`src/rtl/charging_station_pkg.sv`:
```
// Shared types and constants for the coin-operated charging station:
// FSM state encoding, coin codes and the BCD M:SS credit each coin buys.
package charging_station_pkg;

  typedef enum logic {
    ST_IDLE     = 1'b0,
    ST_CHARGING = 1'b1
  } state_t;

  localparam logic [2:0] COIN_NONE = 3'd0;
  localparam logic [2:0] COIN_2MIN = 3'd1;
  localparam logic [2:0] COIN_4MIN = 3'd2;
  localparam logic [2:0] COIN_6MIN = 3'd3;
  localparam logic [2:0] COIN_8MIN = 3'd4;

  localparam logic [11:0] TIME_ZERO    = 12'h000;
  localparam logic [11:0] TIME_ONE_SEC = 12'h001;
  localparam logic [11:0] CREDIT_2MIN  = 12'h200;
  localparam logic [11:0] CREDIT_4MIN  = 12'h400;
  localparam logic [11:0] CREDIT_6MIN  = 12'h600;
  localparam logic [11:0] CREDIT_8MIN  = 12'h800;

  function automatic logic coin_valid(input logic [2:0] coin);
    return (coin == COIN_2MIN) || (coin == COIN_4MIN) ||
           (coin == COIN_6MIN) || (coin == COIN_8MIN);
  endfunction

  function automatic logic [11:0] coin_credit(input logic [2:0] coin);
    logic [11:0] credit;
    case (coin)
      COIN_2MIN: credit = CREDIT_2MIN;
      COIN_4MIN: credit = CREDIT_4MIN;
      COIN_6MIN: credit = CREDIT_6MIN;
      COIN_8MIN: credit = CREDIT_8MIN;
      default:   credit = TIME_ZERO;
    endcase
    return credit;
  endfunction

endpackage

```
`src/rtl/charging_station_bcd_time_down.sv`:
```
// BCD M:SS down-counter: load has priority over decrement, never goes below
// 0:00, and flags when the next decrement will land on 0:00.
module bcd_time_down
  import charging_station_pkg::*;
(
  input  logic        Clk,
  input  logic        Reset,
  input  logic        i_load,
  input  logic [11:0] i_load_val,
  input  logic        i_dec,
  output logic [11:0] o_time,
  output logic        o_zero_next
);

  logic [11:0] r_time;
  logic [3:0]  w_min;
  logic [3:0]  w_tens;
  logic [3:0]  w_sec;
  logic [11:0] w_time_n;

  always_comb begin
    w_min    = r_time[11:8];
    w_tens   = r_time[7:4];
    w_sec    = r_time[3:0];
    w_time_n = r_time;
    if (i_load) begin
      w_time_n = i_load_val;
    end else if (i_dec && (r_time != TIME_ZERO)) begin
      // borrow ripples sec -> tens -> min
      if (w_sec == 4'd0) begin
        w_sec = 4'd9;
        if (w_tens == 4'd0) begin
          w_tens = 4'd5;
          w_min  = w_min - 4'd1;
        end else begin
          w_tens = w_tens - 4'd1;
        end
      end else begin
        w_sec = w_sec - 4'd1;
      end
      w_time_n = {w_min, w_tens, w_sec};
    end
  end

  always_ff @(posedge Clk or posedge Reset) begin
    if (Reset) begin
      r_time <= TIME_ZERO;
    end else begin
      r_time <= w_time_n;
    end
  end

  assign o_time      = r_time;
  assign o_zero_next = (r_time == TIME_ONE_SEC);

endmodule

```
`src/rtl/charging_station.sv`:
```
// Coin-operated charging station: coin edge detection, IDLE/CHARGING FSM and
// seconds prescaler driving a BCD M:SS countdown of the purchased time.
module charging_station
  import charging_station_pkg::*;
#(
  parameter int TICKS_PER_SEC = 1
) (
  input  logic        Clk,
  input  logic        Reset,
  input  logic        ModeEnable,
  input  logic [2:0]  Coin,
  output logic [11:0] PresentTime,
  output logic        Charging,
  output logic        CoinReject
);

  localparam int PW = (TICKS_PER_SEC > 1) ? $clog2(TICKS_PER_SEC) : 1;
  localparam logic [PW-1:0] PRESC_TC = PW'(TICKS_PER_SEC - 1);

  state_t        r_state;
  state_t        w_state_n;
  logic [2:0]    r_coin_prev;
  logic [PW-1:0] r_presc;
  logic [PW-1:0] w_presc_n;
  logic          r_coin_reject;
  logic          w_reject;
  logic          w_load;
  logic          w_dec;
  logic          w_zero_next;
  logic          w_coin_event;
  logic [11:0]   w_time;

  assign w_coin_event = (Coin != COIN_NONE) && (r_coin_prev == COIN_NONE);

  always_comb begin
    w_state_n = r_state;
    w_presc_n = r_presc;
    w_load    = 1'b0;
    w_dec     = 1'b0;
    w_reject  = 1'b0;
    case (r_state)
      ST_IDLE: begin
        if (w_coin_event) begin
          if (ModeEnable && coin_valid(Coin)) begin
            w_load    = 1'b1;
            w_presc_n = '0;
            w_state_n = ST_CHARGING;
          end else begin
            w_reject = 1'b1;
          end
        end
      end
      ST_CHARGING: begin
        // any coin during a session is refused, even on the final second
        w_reject = w_coin_event;
        if (ModeEnable) begin
          if (r_presc == PRESC_TC) begin
            w_presc_n = '0;
            w_dec     = 1'b1;
            if (w_zero_next) begin
              w_state_n = ST_IDLE;
            end
          end else begin
            w_presc_n = r_presc + 1'b1;
          end
        end
      end
      default: w_state_n = ST_IDLE;
    endcase
  end

  always_ff @(posedge Clk or posedge Reset) begin
    if (Reset) begin
      r_state       <= ST_IDLE;
      r_coin_prev   <= COIN_NONE;
      r_presc       <= '0;
      r_coin_reject <= 1'b0;
    end else begin
      r_state       <= w_state_n;
      r_coin_prev   <= Coin;
      r_presc       <= w_presc_n;
      r_coin_reject <= w_reject;
    end
  end

  bcd_time_down u_time (
    .Clk         (Clk),
    .Reset       (Reset),
    .i_load      (w_load),
    .i_load_val  (coin_credit(Coin)),
    .i_dec       (w_dec),
    .o_time      (w_time),
    .o_zero_next (w_zero_next)
  );

  assign PresentTime = w_time;
  assign Charging    = (r_state == ST_CHARGING);
  assign CoinReject  = r_coin_reject;

endmodule

```
`config.mk`:
```
export PLATFORM = sky130hd
export DESIGN_NAME = charging_station
export DESIGN_NICKNAME = d
export VERILOG_FILES = /design/src/rtl/charging_station_pkg.sv /design/src/rtl/charging_station_bcd_time_down.sv /design/src/rtl/charging_station.sv
export SDC_FILE = /design/constraint.sdc
export NUM_CORES = 1
export LEC_CHECK = 0
export ABC_AREA = 1
export BUFFER_PORTS_ARGS = -buffer_cell sky130_fd_sc_hd__buf_2
export CAP_MARGIN = 20
export CORE_MARGIN = 2
export CORE_UTILIZATION = 31
export CTS_CLUSTER_DIAMETER = 100
export CTS_CLUSTER_SIZE = 16
export DETAILED_ROUTE_END_ITERATION = 16
export SYNTH_ARGS = -nofsm -noshare
export SYNTH_HDL_FRONTEND = slang
export SYNTH_SLANG_ARGS = --single-unit
```
`constraint.sdc`:
```
create_clock -name Clk -period 2.9 [get_ports Clk]
set_input_delay 0.145 -clock Clk [delete_from_list [all_inputs] [get_ports Clk]]
set_output_delay 0.145 -clock Clk [all_outputs]
set_load 0.02 [all_outputs]
```
==> flow_summary.yaml <==
synthesis:
  yosys.area_share.simple_pct: 33.26
  synth_top_family_by_area: "simple AND/OR/NAND/NOR gates"
  synth_cell_types: 22
  syn_inst: 141
  synth_area_mm2: 0.001084
  syn_nets: 153
  synth_seq_area_share_pct: 39.26
  postSynthAreaPerCell_um2: 7.685
  async_flop_share_pct: 100.0
  synth_mux_area_share_pct: 0
  yosys_warnings: 0
  synth-xor-area-share_pct: 2.425
  synth_edf_count: 0
  ys_seq_elements: 17
  yosys.area_share.adder_pct: 6.928
  synth_top_flop_cell: "dfrtp_1"
  synth_compound_area_share_pct: 8.430
global_route:
  grt.busiest_layer: "met2"
  first_global_vias: 886
  met2_usage_pct: 20.35
  use_met1_pct: 14.57
  met3_usage_pct: 3.750
  grt_pass1_wl_um: 3795
  antenna_found_initial: 0
  grt_remaining_overflow: 0
  grtUsageTotal_pct: 11.87
  grt_max_degree: 18
power_and_ir_drop:
  p_leak_nw: 0.7229
  comb_power_share_pct: 59.0
  p_per_area_mw_per_mm2: 1015
  irDropWorstVdd_v: 0.0003792
  internal-power_w: 0.0006418
  pwr-share-clk_pct: 10.1
  p_seq_share_pct: 30.9
  p_sw_w: 0.0006595
  p_total_w: 0.001301
  switching_share_pct: 50.68
drt:
  avgRoutedWirePerCell_um: 10.17
  vias: 939
  drt-vias-per-instance: 4.429
  firstDrtPassIters: 4
  remaining_drc_errors: 0
  drtIter0Drc: 17
  totalWireLength_um: 2156
  ant_nets: 0
setup_path:
  cpMaxStageDelayCell: "dlygate4sd3_1"
  path_class: "in2reg"
  reg2regPathDepth: 10
  arrival_ns: 1.92
  startpoint_type: "primary input"
  r2r-start: "u_time.o_time[4]"
  worstPathRequired_ns: 3.09
  path_cells: "dlygate4sd3_1, buf_2, inv_1, nand2_2, a21oi_2, nand2_2, nand2_2, nand2_4, nand2_1, o21ai_2"
  critPathTopFamily: "simple AND/OR/NAND/NOR gates"
  r2r_slack_ns: 1.23
  cp_max_fo: 12
  cp-end-kind: "flop"
  critical_path.most_common_cell: "nand2_2"
  cp.buffers_inverters: 3
  r2r_end: "u_time.o_time[5]"
  critical-path-max-stage-delay_ns: 0.53
layout:
  multi_input_area_um2: 553.0
  syn2layout_area_growth_pct: 18.36
  nFillCells: 355
  final_core_util_pct: 38.43
  layout.nets: 179
  num_antenna_cells: 0
  drive_gt1_share_pct: 22.29
  ff_latch_area_um2: 425.4
hold_path:
  hp-start: "Coin[2]"
  hold_end: "r_coin_prev[2]"
  worstHoldPathCells: 1
  hp-class: "in2reg"
timing:
  slew_violations: 0
  rsz0062_at_grt: "no"
  finalWorstSetupSlack_ns: 1.166
  layout_worst_path_cycle_share_pct: 59.78
  whs_ns: 0.03418
  relSlewSlack_pct: 56.97
  hold_viol: 0
  finalClockSkew_ns: 0.006169
  tns_ns: 0
  setup_viol: 0
  fmax_mhz: 576.8
  worst_pin_slew_ns: 0.6448
  fin_crit_ns: 1.734
placed_design:
  pre_cts_slack_ns: 1.238
  dp_hpwl_um: 1681
  finalWeightedCongestion: 0.7768
  io_buffers: 19
cts:
  insertion_delay_ns: 0.29
  cts-root-buf: "clkbuf_4"
  cts_setup_buffers: 0
  cts.clk_slew.worst_paths_ns: 0.11
  clock-sinks: 17
  h-tree-depth: 1
  cts_buffer_depth: 2
  numCtsBuffers: 3
  cts_tree: "yes"
die:
  core_area_mm2: 0.003337
  fp-row-count: 21
  dieArea_mm2: 0.003984
  num_io_pins: 20
  die_x_um: 63.12
  die_y_um: 63.12
  initial_utilization_pct: 32.47
outcome:
  status: "finished, final reports clean"
job:
  maxCapViolations: 0
-- repair_timing --
item / CTS / global route
gates resized for setup: 0 / 0
hold buffers: 3 / 0
hold endpoints to repair: 19 / 0
-- state kept, by name (all words and copies together) (netlist names) --
| signal | count |
|---|---|
| CoinReject | 1 |
| Charging | 1 |
| u_time.o_time | 12 |
| r_coin_prev | 3 |
-- worst max path at each step --
stage / start / endpoint / slack [ns] / depth (start not counted)
2_1_floorplan: u_time.o_time[4] / u_time.o_time[7] / 1.37 / 10
3_3_place_gp: u_time.o_time[4] / u_time.o_time[4] / 1.29 / 10
3_5_place_dp: u_time.o_time[4] / u_time.o_time[5] / 1.24 / 10
4_1_cts: Coin[0] / u_time.o_time[5] / 1.17 / 10
5_1_grt: u_time.o_time[4] / u_time.o_time[4] / 1.00 / 10
6_report: Coin[0] / u_time.o_time[7] / 1.17 / 10
-- cell type report --
type	count	area share, %
clock buffer	3	1.756
clock inverter	1	0.3902
inverter	25	7.317
multi-input combinational	98	43.12
sequential	17	33.17
tap	46	4.488
timing repair buffer	22	9.756
-- cell families (layout without fill, tap and decap cells) --
logic type,Yosys count,count (layout)
buf+inv,26,51
xor+xnor,3,3
compound gates,16,16
simple gates,73,73
flops,17,17
fa+ha+maj,6,6
-- placed cells by master (no fill, tap or decap), types with 2 or more instances in the layout --
| cell type | synthesis | routed |
|---|---|---|
| buf_2 | 0 | 19 |
| clkbuf_4 | 0 | 3 |
| dfrtp_1 | 17 | 17 |
| dlygate4sd3_1 | 0 | 3 |
| ha_1 | 6 | 6 |
| inv_1 | 24 | 24 |
| nand2_1 | 34 | 34 |
| nand2_2 | 5 | 5 |
| nand2_4 | 2 | 2 |
| nand3_1 | 7 | 7 |
| nand4_1 | 6 | 6 |
| nor2_1 | 15 | 15 |
| nor2_2 | 2 | 2 |
| o21ai_0 | 8 | 8 |
| o21ai_1 | 3 | 3 |
| xor2_1 | 3 | 3 |
-- layer usage --
| layer | vias to the layer above | part of all wire, % |
|---|---|---|
| met3 | 2 | 3.5 |
| met1 | 427 | 47 |
| met4 | 0 | 0.79 |
| li1 | 496 | - |
| met5 | - | 0 |
| met2 | 14 | 49 |
-- power groups by stage --
stage | Clock (W) | Sequential (W) | Combinational (W)
2_1_floorplan | 0 | 0.000496 | 0.000489
3_3_place_gp | 0 | 0.000403 | 0.000765
4_1_cts | 0.000136 | 0.000403 | 0.000779
6_report | 0.000131 | 0.000402 | 0.000768
3_5_place_dp | 0 | 0.000408 | 0.000773
5_1_grt | 0.000146 | 0.000419 | 0.000877
-- cells in the mapped netlist (2+ instances only) --
cell / count / area, um2
o21ai_0: 8 / 40.04
dfrtp_1: 17 / 425.4
nand4_1: 6 / 37.54
xor2_1: 3 / 26.28
nand2_1: 34 / 127.6
nand2_4: 2 / 22.52
ha_1: 6 / 75.07
nand2_2: 5 / 31.28
nor2_1: 15 / 56.30
inv_1: 24 / 90.09
o21ai_1: 3 / 15.01
nor2_2: 2 / 12.51
nand3_1: 7 / 35.03
-- stage by stage --
step,instances,area [um2]
after floorplan,141,1084
after global placement,205,1225
after detailed placement,205,1225
after CTS,212,1282
after global routing,212,1282
final,212,1282
(Power assumes the default switching activity.)
